File: config.mk
export PLATFORM = sky130hd
export DESIGN_NAME = ex_result_stage
export DESIGN_NICKNAME = d
export VERILOG_FILES = /design/src/rtl/ex_result_stage.sv
export SDC_FILE = /design/constraint.sdc
export NUM_CORES = 1
export LEC_CHECK = 0
export ABC_AREA = 1
export CAP_MARGIN = 20
export CORE_MARGIN = 4
export CORE_UTILIZATION = 48
export DETAILED_ROUTE_END_ITERATION = 8
export HOLD_SLACK_MARGIN = 0.02
export PLACE_DENSITY = 0.9
export RECOVER_POWER = 50
export SLEW_MARGIN = 20
export SYNTH_ARGS = -nofsm -noshare
export SYNTH_HDL_FRONTEND = slang
export SYNTH_SLANG_ARGS = --single-unit
export TNS_END_PERCENT = 5
File: constraint.sdc
create_clock -name clk -period 3.55 [get_ports clk]
set_input_delay 0.8875 -clock clk [delete_from_list [all_inputs] [get_ports clk]]
set_output_delay 0.8875 -clock clk [all_outputs]
set_load 0.005 [all_outputs]
File: src/rtl/ex_result_stage.sv
// rtl/ex_result_stage.sv - two-entry skid buffer carrying ALU results and resolved branch outcomes (optional BRANCH_STATS_EN adds o_taken_count)
module ex_result_stage #(
  parameter int DATA_WIDTH = 32,
  parameter int ADDR_WIDTH = 5
) (
  input  logic                  clk,
  input  logic                  i_rst,
  input  logic                  i_valid,
  output logic                  o_ready,
  input  logic [DATA_WIDTH-1:0] i_alu_result,
  input  logic [3:0]            i_flags,
  input  logic                  i_branch,
  input  logic [2:0]            i_funct3,
  input  logic [ADDR_WIDTH-1:0] i_rd_addr,
  input  logic                  i_reg_write,
  input  logic                  i_flush,
  output logic                  o_valid,
  input  logic                  i_ready,
  output logic [DATA_WIDTH-1:0] o_result,
  output logic [ADDR_WIDTH-1:0] o_rd_addr,
  output logic                  o_reg_write,
  output logic                  o_branch_taken
`ifdef BRANCH_STATS_EN
  ,
  output logic [31:0]           o_taken_count
`endif
);

  typedef enum logic [1:0] {
    S_EMPTY = 2'd0,
    S_ONE   = 2'd1,
    S_TWO   = 2'd2
  } state_t;

  typedef struct packed {
    logic [DATA_WIDTH-1:0] result;
    logic [ADDR_WIDTH-1:0] rd_addr;
    logic                  reg_write;
    logic                  taken;
  } entry_t;

  state_t state;
  entry_t head;      // output slot, drives the payload ports
  entry_t tail;      // skid slot, filled only when the head is stalled
  entry_t in_entry;

  logic accept;
  logic take;
  logic cond;

  // flag fields as packed by the ALU: {overflow, zero, negative, carry}
  logic flag_v, flag_z, flag_n, flag_c;
  assign flag_v = i_flags[3];
  assign flag_z = i_flags[2];
  assign flag_n = i_flags[1];
  assign flag_c = i_flags[0];

  assign accept = i_valid & o_ready;
  assign take   = o_valid & i_ready;

  // Resolve the branch condition from the SUB flags; carry is the unsigned borrow
  always_comb begin
    cond = 1'b0;
    case (i_funct3)
      3'b000:  cond = flag_z;
      3'b001:  cond = ~flag_z;
      3'b100:  cond = flag_n ^ flag_v;
      3'b101:  cond = ~(flag_n ^ flag_v);
      3'b110:  cond = flag_c;
      3'b111:  cond = ~flag_c;
      default: cond = 1'b0;
    endcase
  end

  // Build the entry to store: branches never write the register file
  always_comb begin
    in_entry           = '0;
    in_entry.result    = i_alu_result;
    in_entry.rd_addr   = i_rd_addr;
    in_entry.reg_write = i_reg_write & ~i_branch;
    in_entry.taken     = i_branch & cond;
  end

  // Skid-buffer state machine; o_ready is registered from the next state
  always_ff @(posedge clk) begin
    if (i_rst) begin
      state   <= S_EMPTY;
      o_valid <= 1'b0;
      o_ready <= 1'b1;
      head    <= '0;
      tail    <= '0;
    end else if (i_flush) begin
      state   <= S_EMPTY;
      o_valid <= 1'b0;
      o_ready <= 1'b1;
      head    <= '0;
      tail    <= '0;
    end else begin
      case (state)
        S_EMPTY: begin
          if (accept) begin
            head    <= in_entry;
            o_valid <= 1'b1;
            state   <= S_ONE;
          end
        end
        S_ONE: begin
          if (accept && !take) begin
            tail    <= in_entry;
            o_ready <= 1'b0;
            state   <= S_TWO;
          end else if (accept && take) begin
            head    <= in_entry;
          end else if (take) begin
            head    <= '0;
            o_valid <= 1'b0;
            state   <= S_EMPTY;
          end
        end
        S_TWO: begin
          if (take) begin
            head    <= tail;
            tail    <= '0;
            o_ready <= 1'b1;
            state   <= S_ONE;
          end
        end
        default: begin
          state   <= S_EMPTY;
          o_valid <= 1'b0;
          o_ready <= 1'b1;
          head    <= '0;
          tail    <= '0;
        end
      endcase
    end
  end

  assign o_result       = head.result;
  assign o_rd_addr      = head.rd_addr;
  assign o_reg_write    = head.reg_write;
  assign o_branch_taken = head.taken;

`ifdef BRANCH_STATS_EN
  logic [31:0] taken_count;

  // Count taken branches leaving the stage; a flush does not clear the total
  always_ff @(posedge clk) begin
    if (i_rst) begin
      taken_count <= '0;
    end else if (take && o_branch_taken) begin
      taken_count <= taken_count + 32'd1;
    end
  end

  assign o_taken_count = taken_count;
`endif

endmodule

# After elaboration in Yosys (flattened, before gate mapping)
# Cells that the tools add are included.
# Widths: inputs -> output; s select.
[op_classes] eq_ne=16 n_mux=23 n_bitwise=11 n_reduce_logical=10
[ops] cell="$mux 39" n=6
[ops] cell="$pmux 39 s3" n=2
[ops] cell="$eq 3x3->1 const B" n=4
[ops] cell="$ne 2x2->1 const B" n=6
[ops] cell="$mux 2" n=5
[ops] cell="$ne 3x3->1 const B" n=3
[ops] cell="$reduce_and 4->1" n=2
[ops] cell="$mux 1" n=6
[ops] cell="$not 1->1" n=6
[ops] cell="$pmux 1 s3" n=2
[ops] cell="$pmux 1 s6" n=1
[ops] cell="$pmux 2 s3" n=1
[ops] cell="$reduce_and 5->1" n=1
[ops] cell="$and 1x1->1" n=4
[ops] cell="$eq 3x1->1 const B" n=1
[ops] cell="$logic_not 3->1" n=1
[ops] cell="$reduce_and 3->1" n=1
[ops] cell="$eq 2x1->1 const B" n=1
[ops] cell="$eq 2x2->1 const B" n=1
[ops] cell="$logic_and 1x1->1" n=2
[ops] cell="$logic_not 2->1" n=1
[ops] cell="$reduce_or 2->1" n=1
[ops] cell="$logic_not 1->1" n=1
[ops] cell="$xor 1x1->1" n=1
[word_totals] register_bits=82 inputBits=51 output_inout_bits=41 wordCells=71

# Longest topological paths before layout
# Gate-level depths: netlist (run 1).
[depth] depth_word=7 mapped_depth=10 ltp_nobuf=10

# Worst setup path before layout (run 1)
# No wires, ideal clock.
[synth_path] path_kind="input port to flip-flop" startpoint="input port i_ready" endpoint="register tail[11] (netlist name)" setup_ns=0.135 arrival_time_ns=1.780 required_ns=3.415 setup_slack_ns=1.635 path_stages=7 n_path_buf=1 cell_sequence="nand2_1 > inv_2 > o21ai_1 > nand2_1 > inv_2 > clkbuf_1 > a211oi_1"
[synth_between] elab_chain_len=5 elab_cells_between_ends=6 classes_between="eq/ne (2); bitwise (1); reduce/logical (3)"
[synth_rtl] element="start: declaration" line_no="18" text="input logic i_ready,"
[synth_rtl] element="$and 1x1->1 (*)" line_no="59" text="assign take = o_valid & i_ready;"
[synth_rtl] element="$logic_not 1->1" line_no="108" text="if (accept && !take) begin"
[synth_rtl] element="$logic_and 1x1->1" line_no="108"
[synth_rtl] element="$ne 2x2->1 (no line)"
[synth_rtl] element="$reduce_and 3->1 (no line) (*)"
[synth_rtl] element="end signal: assignment" line_no="109" text="tail <= in_entry;"
[synth_rtl] element="end: declaration" line_no="44" text="entry_t tail;"
# Every way passes the cells marked *; elsewhere a longest branch is shown, timed or not.
# A chain may end at the register's enable or synchronous reset.

# Worst setup path in the final report (run 1)
[layout_path] startpoint="register state[0]" endpoint="register head (netlist bit o_rd_addr[0])"
[layout_between] elab_chain_len=3 elab_cells_between_ends=9 classes_between="eq/ne (6); mux (1); reduce/logical (2)"
[layout_rtl] element="start: declaration" line_no="42" text="state_t state;"
[layout_rtl] element="start signal: assignment" line_no="87" text="state <= S_EMPTY;"
[layout_rtl] element="start signal: assignment" line_no="93" text="state <= S_EMPTY;"
[layout_rtl] element="start signal: assignment" line_no="104" text="state <= S_ONE;"
[layout_rtl] element="$eq 2x1->1 (tied with other cells)" line_no="99" text="case (state)"
[layout_rtl] element="$ne 3x3->1 (no line) or $ne 2x2->1 (tied branches)"
[layout_rtl] element="$reduce_and 4->1 (no line)"
[layout_rtl] element="end signal: assignment" line_no="102" text="head <= in_entry;"
[layout_rtl] element="end signal: assignment" line_no="113" text="head <= in_entry;"
[layout_rtl] element="end signal: assignment" line_no="122" text="head <= tail;"
[layout_rtl] element="end: declaration" line_no="43" text="entry_t head;"
# Parallel ways exist; a longest one is shown, timed or not.

==> results of run 1 <==
==> sequential cells by signal, summed over array words and instances, names as in the netlist <==
register / count
o_branch_taken: 1
o_valid: 1
state: 2
o_reg_write: 1
tail: 39
o_result: 32
o_rd_addr: 5
o_ready: 1
==> final timing paths <==
check / cells after the start / slack [ns] / end
max: 7 / 0.66 / o_rd_addr[0]
min: 2 / 0.46 / tail[5]
max reg2reg: 7 / 0.66 / o_rd_addr[0]
min reg2reg: 2 / 0.46 / tail[5]
==> cells in the mapped netlist (3+ instances only) <==
library cell,n
inv_2,7
clkbuf_1,16
buf_2,12
o21ai_0,37
a21oi_1,81
buf_6,3
nand3_1,9
nor2_1,20
dfxtp_1,82
inv_1,35
a211oi_1,24
a22o_1,14
nand2_1,123
==> where the power goes <==
part,switching (mW),internal (mW),leakage [nW]
registers,0.0137,0.946,0.665
clock network,0.328,0.320,0.0921
logic,0.159,0.132,1.16
total,0.501,1.40,1.92
==> area by class of cell <==
cell class                 instances  area share (%)
clock inverter                     5            1.22
timing repair buffer              97            21.1
clock buffer                      10            2.75
multi-input combinational        318            33.4
sequential                        82            35.4
inverter                          43            3.48
tap                               96            2.59
==> kinds of logic (layout without fill, tap and decap cells) <==
logic type      count (synthesis)  in the layout  synth area share (%)
simple gates                  158            158                  17.8
buf+inv                        77            155                  9.47
flops                          82             82                  46.5
compound gates                160            160                  26.2
==> routing by layer <==
metal  track usage [%]  up-vias  share of wire, %
li1                  -     1738                 -
met2              35.2      121                50
met1              27.2     1550                43
met4              5.66        0              0.81
met3              6.25        6               6.7
met5                 0        -                 0
==> worst register-to-register path, stage by stage, from the launching register on <==
cell,delay (ns)
dfxtp_1,0.47
nor2_4,0.16
inv_1,0.59
nor2_1,0.15
nor2_2,0.61
inv_2,0.48
nand2_1,0.18
a21oi_1,0.08
==> results_dict.tcl, run 1 <==
set metrics [dict create \
    status "completed" \
    ys_types 24 \
    crit_start "state[0]" \
    final_util_pct 66.4 \
    netlist.area_leader.share_pct 46.5 \
    crit_family "simple AND/OR/NAND/NOR gates" \
    syn_nets 528 \
    antenna_found_initial 0 \
    p_leak_nw 1.92 \
    vias 3415 \
    multi_input_area_sq_um 1550 \
    grt_pass1_wl_um 15100 \
    worst_clock_skew_ns 0.00644 \
    die_w_um 93.7 \
    ys_async_sr_fraction_pct 0 \
    syn_inst 477 \
    tns_ns 0 \
    yosysWarnings 0 \
    synth_area_leader_cell "dfxtp_1" \
    layout-drive-gt1-share_pct 5.23 \
    grt_overflow_total 0 \
    grt_pass1_vias 3225 \
    cp_slowest_cell "nor2_2" \
    ctsHoldBuffers 0 \
    crit_required_ns 3.74 \
    clk_path_buf_depth 2 \
    core_area_sq_um 6980 \
    ant_nets 0 \
    setup_violations 0 \
    design_area_sq_um 4630 \
    io_buffers 91 \
    fill_cells 597 \
    regToRegStartpoint "state[0]" \
    drc 0 \
    crit_buf_inv 2 \
    cts_tree "built" \
    clkSinkCount 82 \
    synth_area_leaders "dfxtp_1 (47%), nand2_1 (13%), a21oi_1 (11%)" \
    row_count 30 \
    drtPass1Iterations 5 \
    final_common_cell "nand2_1" \
    diodes 0 \
    hp-start "tail[5]" \
    synth_flop_cell "dfxtp_1" \
    die_h_um 93.7 \
    place_ws_ns 0.651 \
    areaGrowthSynthToFinish_pct 31.4 \
    startpoint_type "flop" \
    io_pins 92 \
    power_mw 1.90 \
    track_usage_pct 21.3 \
    seq_area_sq_um 1640 \
    drv_cap 0 \
    end_kind "flop" \
    setup_ws_ns 0.658 \
    floorplan.die_area_sq_um 8780 \
    relSlewSlack_pct 31.6 \
    path_cells "nor2_4, inv_1, nor2_1, nor2_2, inv_2, nand2_1, a21oi_1" \
    final_cells 651 \
    min_period_ns 2.89 \
    ctsHtreeMaxLevel 3 \
    netlist_area_sq_um 3530 \
    routed_wl_um 9160 \
    cts_root_buffer "clkbuf_8" \
    post-route-period-util_pct 81.5 \
    powerDensity_nw_per_um2 410 \
    grt_max_degree 64 \
    crit_type "reg2reg" \
    fmax_mhz 346 \
    synth_edf_count 0 \
    holdWs_ns 0.459 \
    finalHoldViolations 0 \
    cts_made_buffers 9 \
    tightestPinTransition_ns 1.03 \
    rsz0062_at_grt "false" \
    syn_avg_cell_area_sq_um 7.39 \
    place_congestion 0.892 \
    most-common-layout-cells "nand2_1 (123), dfxtp_1 (82), a21oi_1 (81), clkdlybuf4s50_1 (49), dlygate4sd3_1 (42)" \
    wl_per_cell_um 14.1 \
    clock_latency_ns 0.35 \
    cts_resized 0 \
    hold_class "reg2reg" \
    max-vdd-ir-drop_uv 342 \
    clkTransAtPathRegs_ns 0.08 \
    report.final.slew_viol_count 0 \
    dp_cells 636 \
    drt-vias-per-instance 5.25 \
    cp.arrival_ns 3.08 \
    nets 602 \
    place_hpwl_um 6040 \
    ys_seq_area_share_pct 46.5 \
    drt_iter0_drc 295 \
    placed_area_sq_um 4460 \
    critPathMaxFanout 39 \
    post-cts-setup-buffers 0 \
    slowest_delay_ns 0.61 \
    start_util_pct 50.5 \
    ys_seq_elements 82 \
]
No activity file was read; power rests on OpenSTA's default activity.
==> run 2, diff against run 1 <==
Clock period 3.55 ns to 2.8 ns, I/O delays scaled along.
==> run 2 against run 1 <==
- non-clock buffer count increased by 4
- sequential share of layout area decreased by 0.67 points
- design area increased by 1.9%
- clock power increased by 45%
- routed wire length increased by 3.5%
- register-to-register slack got worse by 0.15 ns
- global-route usage increased by 1.3 points
- die area unchanged
- clock skew about the same
- critical path depth increased by 2
- sequential power increased by 27%
- critical path type is now in2reg
- critical endpoint is now tail[8]
==> results_dict.tcl, run 2 (synthesized netlist as in run 1, its figures left out) <==
set metrics [dict create \
    top_register "tail" \
    cts_made_buffers 9 \
    worst_clock_skew_ns 0.00660 \
    antenna_found_initial 0 \
    post-route-period-util_pct 85.9 \
    tightestPinTransition_ns 0.672 \
    floorplan.die_area_sq_um 8780 \
    drt-vias-per-instance 5.51 \
    vias 3613 \
    grt_pass1_vias 3402 \
    r2r_cells 9 \
    drc 0 \
    die_h_um 93.7 \
    row_count 30 \
    post-cts-setup-buffers 0 \
    drtPass1Iterations 5 \
    report.final.slew_viol_count 0 \
    crit_required_ns 3.01 \
    crit_type "in2reg" \
    io_buffers 91 \
    io_pins 92 \
    powerDensity_nw_per_um2 539 \
    hold_class "reg2reg" \
    regToRegStartpoint "state[1]" \
    p_leak_nw 1.96 \
    ant_nets 0 \
    clkSinkCount 82 \
    place_congestion 0.869 \
    critical_path.endpoint "tail[8]" \
    end_kind "flop" \
    final_common_cell "nand2_1" \
    diodes 0 \
    wl_per_cell_um 14.5 \
    clk_path_buf_depth 2 \
    drt_iter0_drc 285 \
    final_util_pct 67.6 \
    relSlewSlack_pct 55.2 \
    layout-drive-gt1-share_pct 6.61 \
    finalHoldViolations 0 \
    cts_resized 0 \
    rsz0062_at_grt "false" \
    clkTransAtPathRegs_ns 0.08 \
    largest_reg_flops 39 \
    critPathMaxFanout 63 \
    status "completed" \
    grt_pass1_wl_um 15900 \
    tns_ns 0 \
    clock_latency_ns 0.35 \
    r2r_end "o_result[26]" \
    r2r_slack_ns 0.51 \
    routed_wl_um 9480 \
    ctsHtreeMaxLevel 3 \
    grt_max_degree 64 \
    hold_depth 2 \
    fmax_mhz 416 \
    core_area_sq_um 6980 \
    startpoint_type "input pin" \
    max-vdd-ir-drop_uv 353 \
    cts_tree "built" \
    fill_cells 559 \
    most-common-layout-cells "nand2_1 (123), dfxtp_1 (82), a21oi_1 (81), clkdlybuf4s50_1 (49), dlygate4sd3_1 (42)" \
    die_w_um 93.7 \
    min_period_ns 2.40 \
    start_util_pct 50.5 \
    drv_cap 0 \
    nets 606 \
    crit_start "i_valid" \
    cts_root_buffer "clkbuf_8" \
    areaGrowthSynthToFinish_pct 33.9 \
    holdWs_ns 0.458 \
    setup_violations 0 \
    cp.arrival_ns 2.62 \
    track_usage_pct 22.6 \
    grt_overflow_total 0 \
    place_hpwl_um 6390 \
    ctsHoldBuffers 0 \
]
[run 2: cell count changes in the layout (fill, tap and decap cells not counted), sizes merged]
| cell | delta |
|---|---|
| buf | +4 |
| inv | -1 |
| bufinv | +1 |
| clkbuf | +1 |
[run 2: worst max-delay path: stages]
cell	delay (ns)
dlygate4sd3_1	0.53
nand2_1	0.07
inv_1	0.17
nand3_1	0.14
nand2_1	0.13
clkinv_1	0.07
clkbuf_4	0.41
a21oi_1	0.30
a211oi_1	0.07
[run 2: worst min-delay path by stage]
| stage | slack [ns] | to | start |
|---|---|---|---|
| floorplan | 0.43 | tail[10] | tail[10] |
| global placement | 0.44 | tail[5] | tail[5] |
| CTS | 0.46 | tail[13] | tail[13] |
| detailed placement | 0.45 | tail[13] | tail[13] |
| finish | 0.46 | tail[2] | tail[2] |
| global route | 0.48 | o_result[20] | o_result[20] |
[run 2: per-layer routing]
metal / wire length [um] / up-vias / track usage [%]
li1: - / 1742 / -
met1: 3880 / 1653 / 28.6
met2: 4490 / 183 / 35.7
met3: 761 / 35 / 5.69
met4: 350 / 0 / 11.0
met5: 0 / - / 0
[run 2: final cells by class]
type	instances	area, sq um	area share [%]
flip-flops and latches	82	1640	34.8
multi-input cells	318	1560	33.0
repair buffers	101	1020	21.7
inverters	43	161	3.42
clock buffers	11	141	2.99
well taps	96	120	2.54
clock inverters	5	77.6	1.64
[run 2: through the flow]
step / cells / instance area [sq um] / worst slack (ns) / power, mW
6_report: 656 / 4720 / 0.396 / 2.54
5_1_grt: 656 / 4720 / 0.188 / 2.65
4_1_cts: 656 / 4730 / 0.548 / 2.56
3_5_place_dp: 640 / 4520 / 0.407 / 1.64
3_3_place_gp: 640 / 4520 / 0.554 / 1.62
2_1_floorplan: 477 / 3530 / 1.07 / 1.45
[run 2: where the power goes]
| part | switching, mW | internal (mW) | leakage, nW | total [mW] |
|---|---|---|---|---|
| clock network | 0.416 | 0.524 | 0.109 | 0.940 |
| registers | 0.0175 | 1.20 | 0.665 | 1.22 |
| logic | 0.209 | 0.177 | 1.19 | 0.386 |
| total | 0.643 | 1.90 | 1.96 | 2.54 |
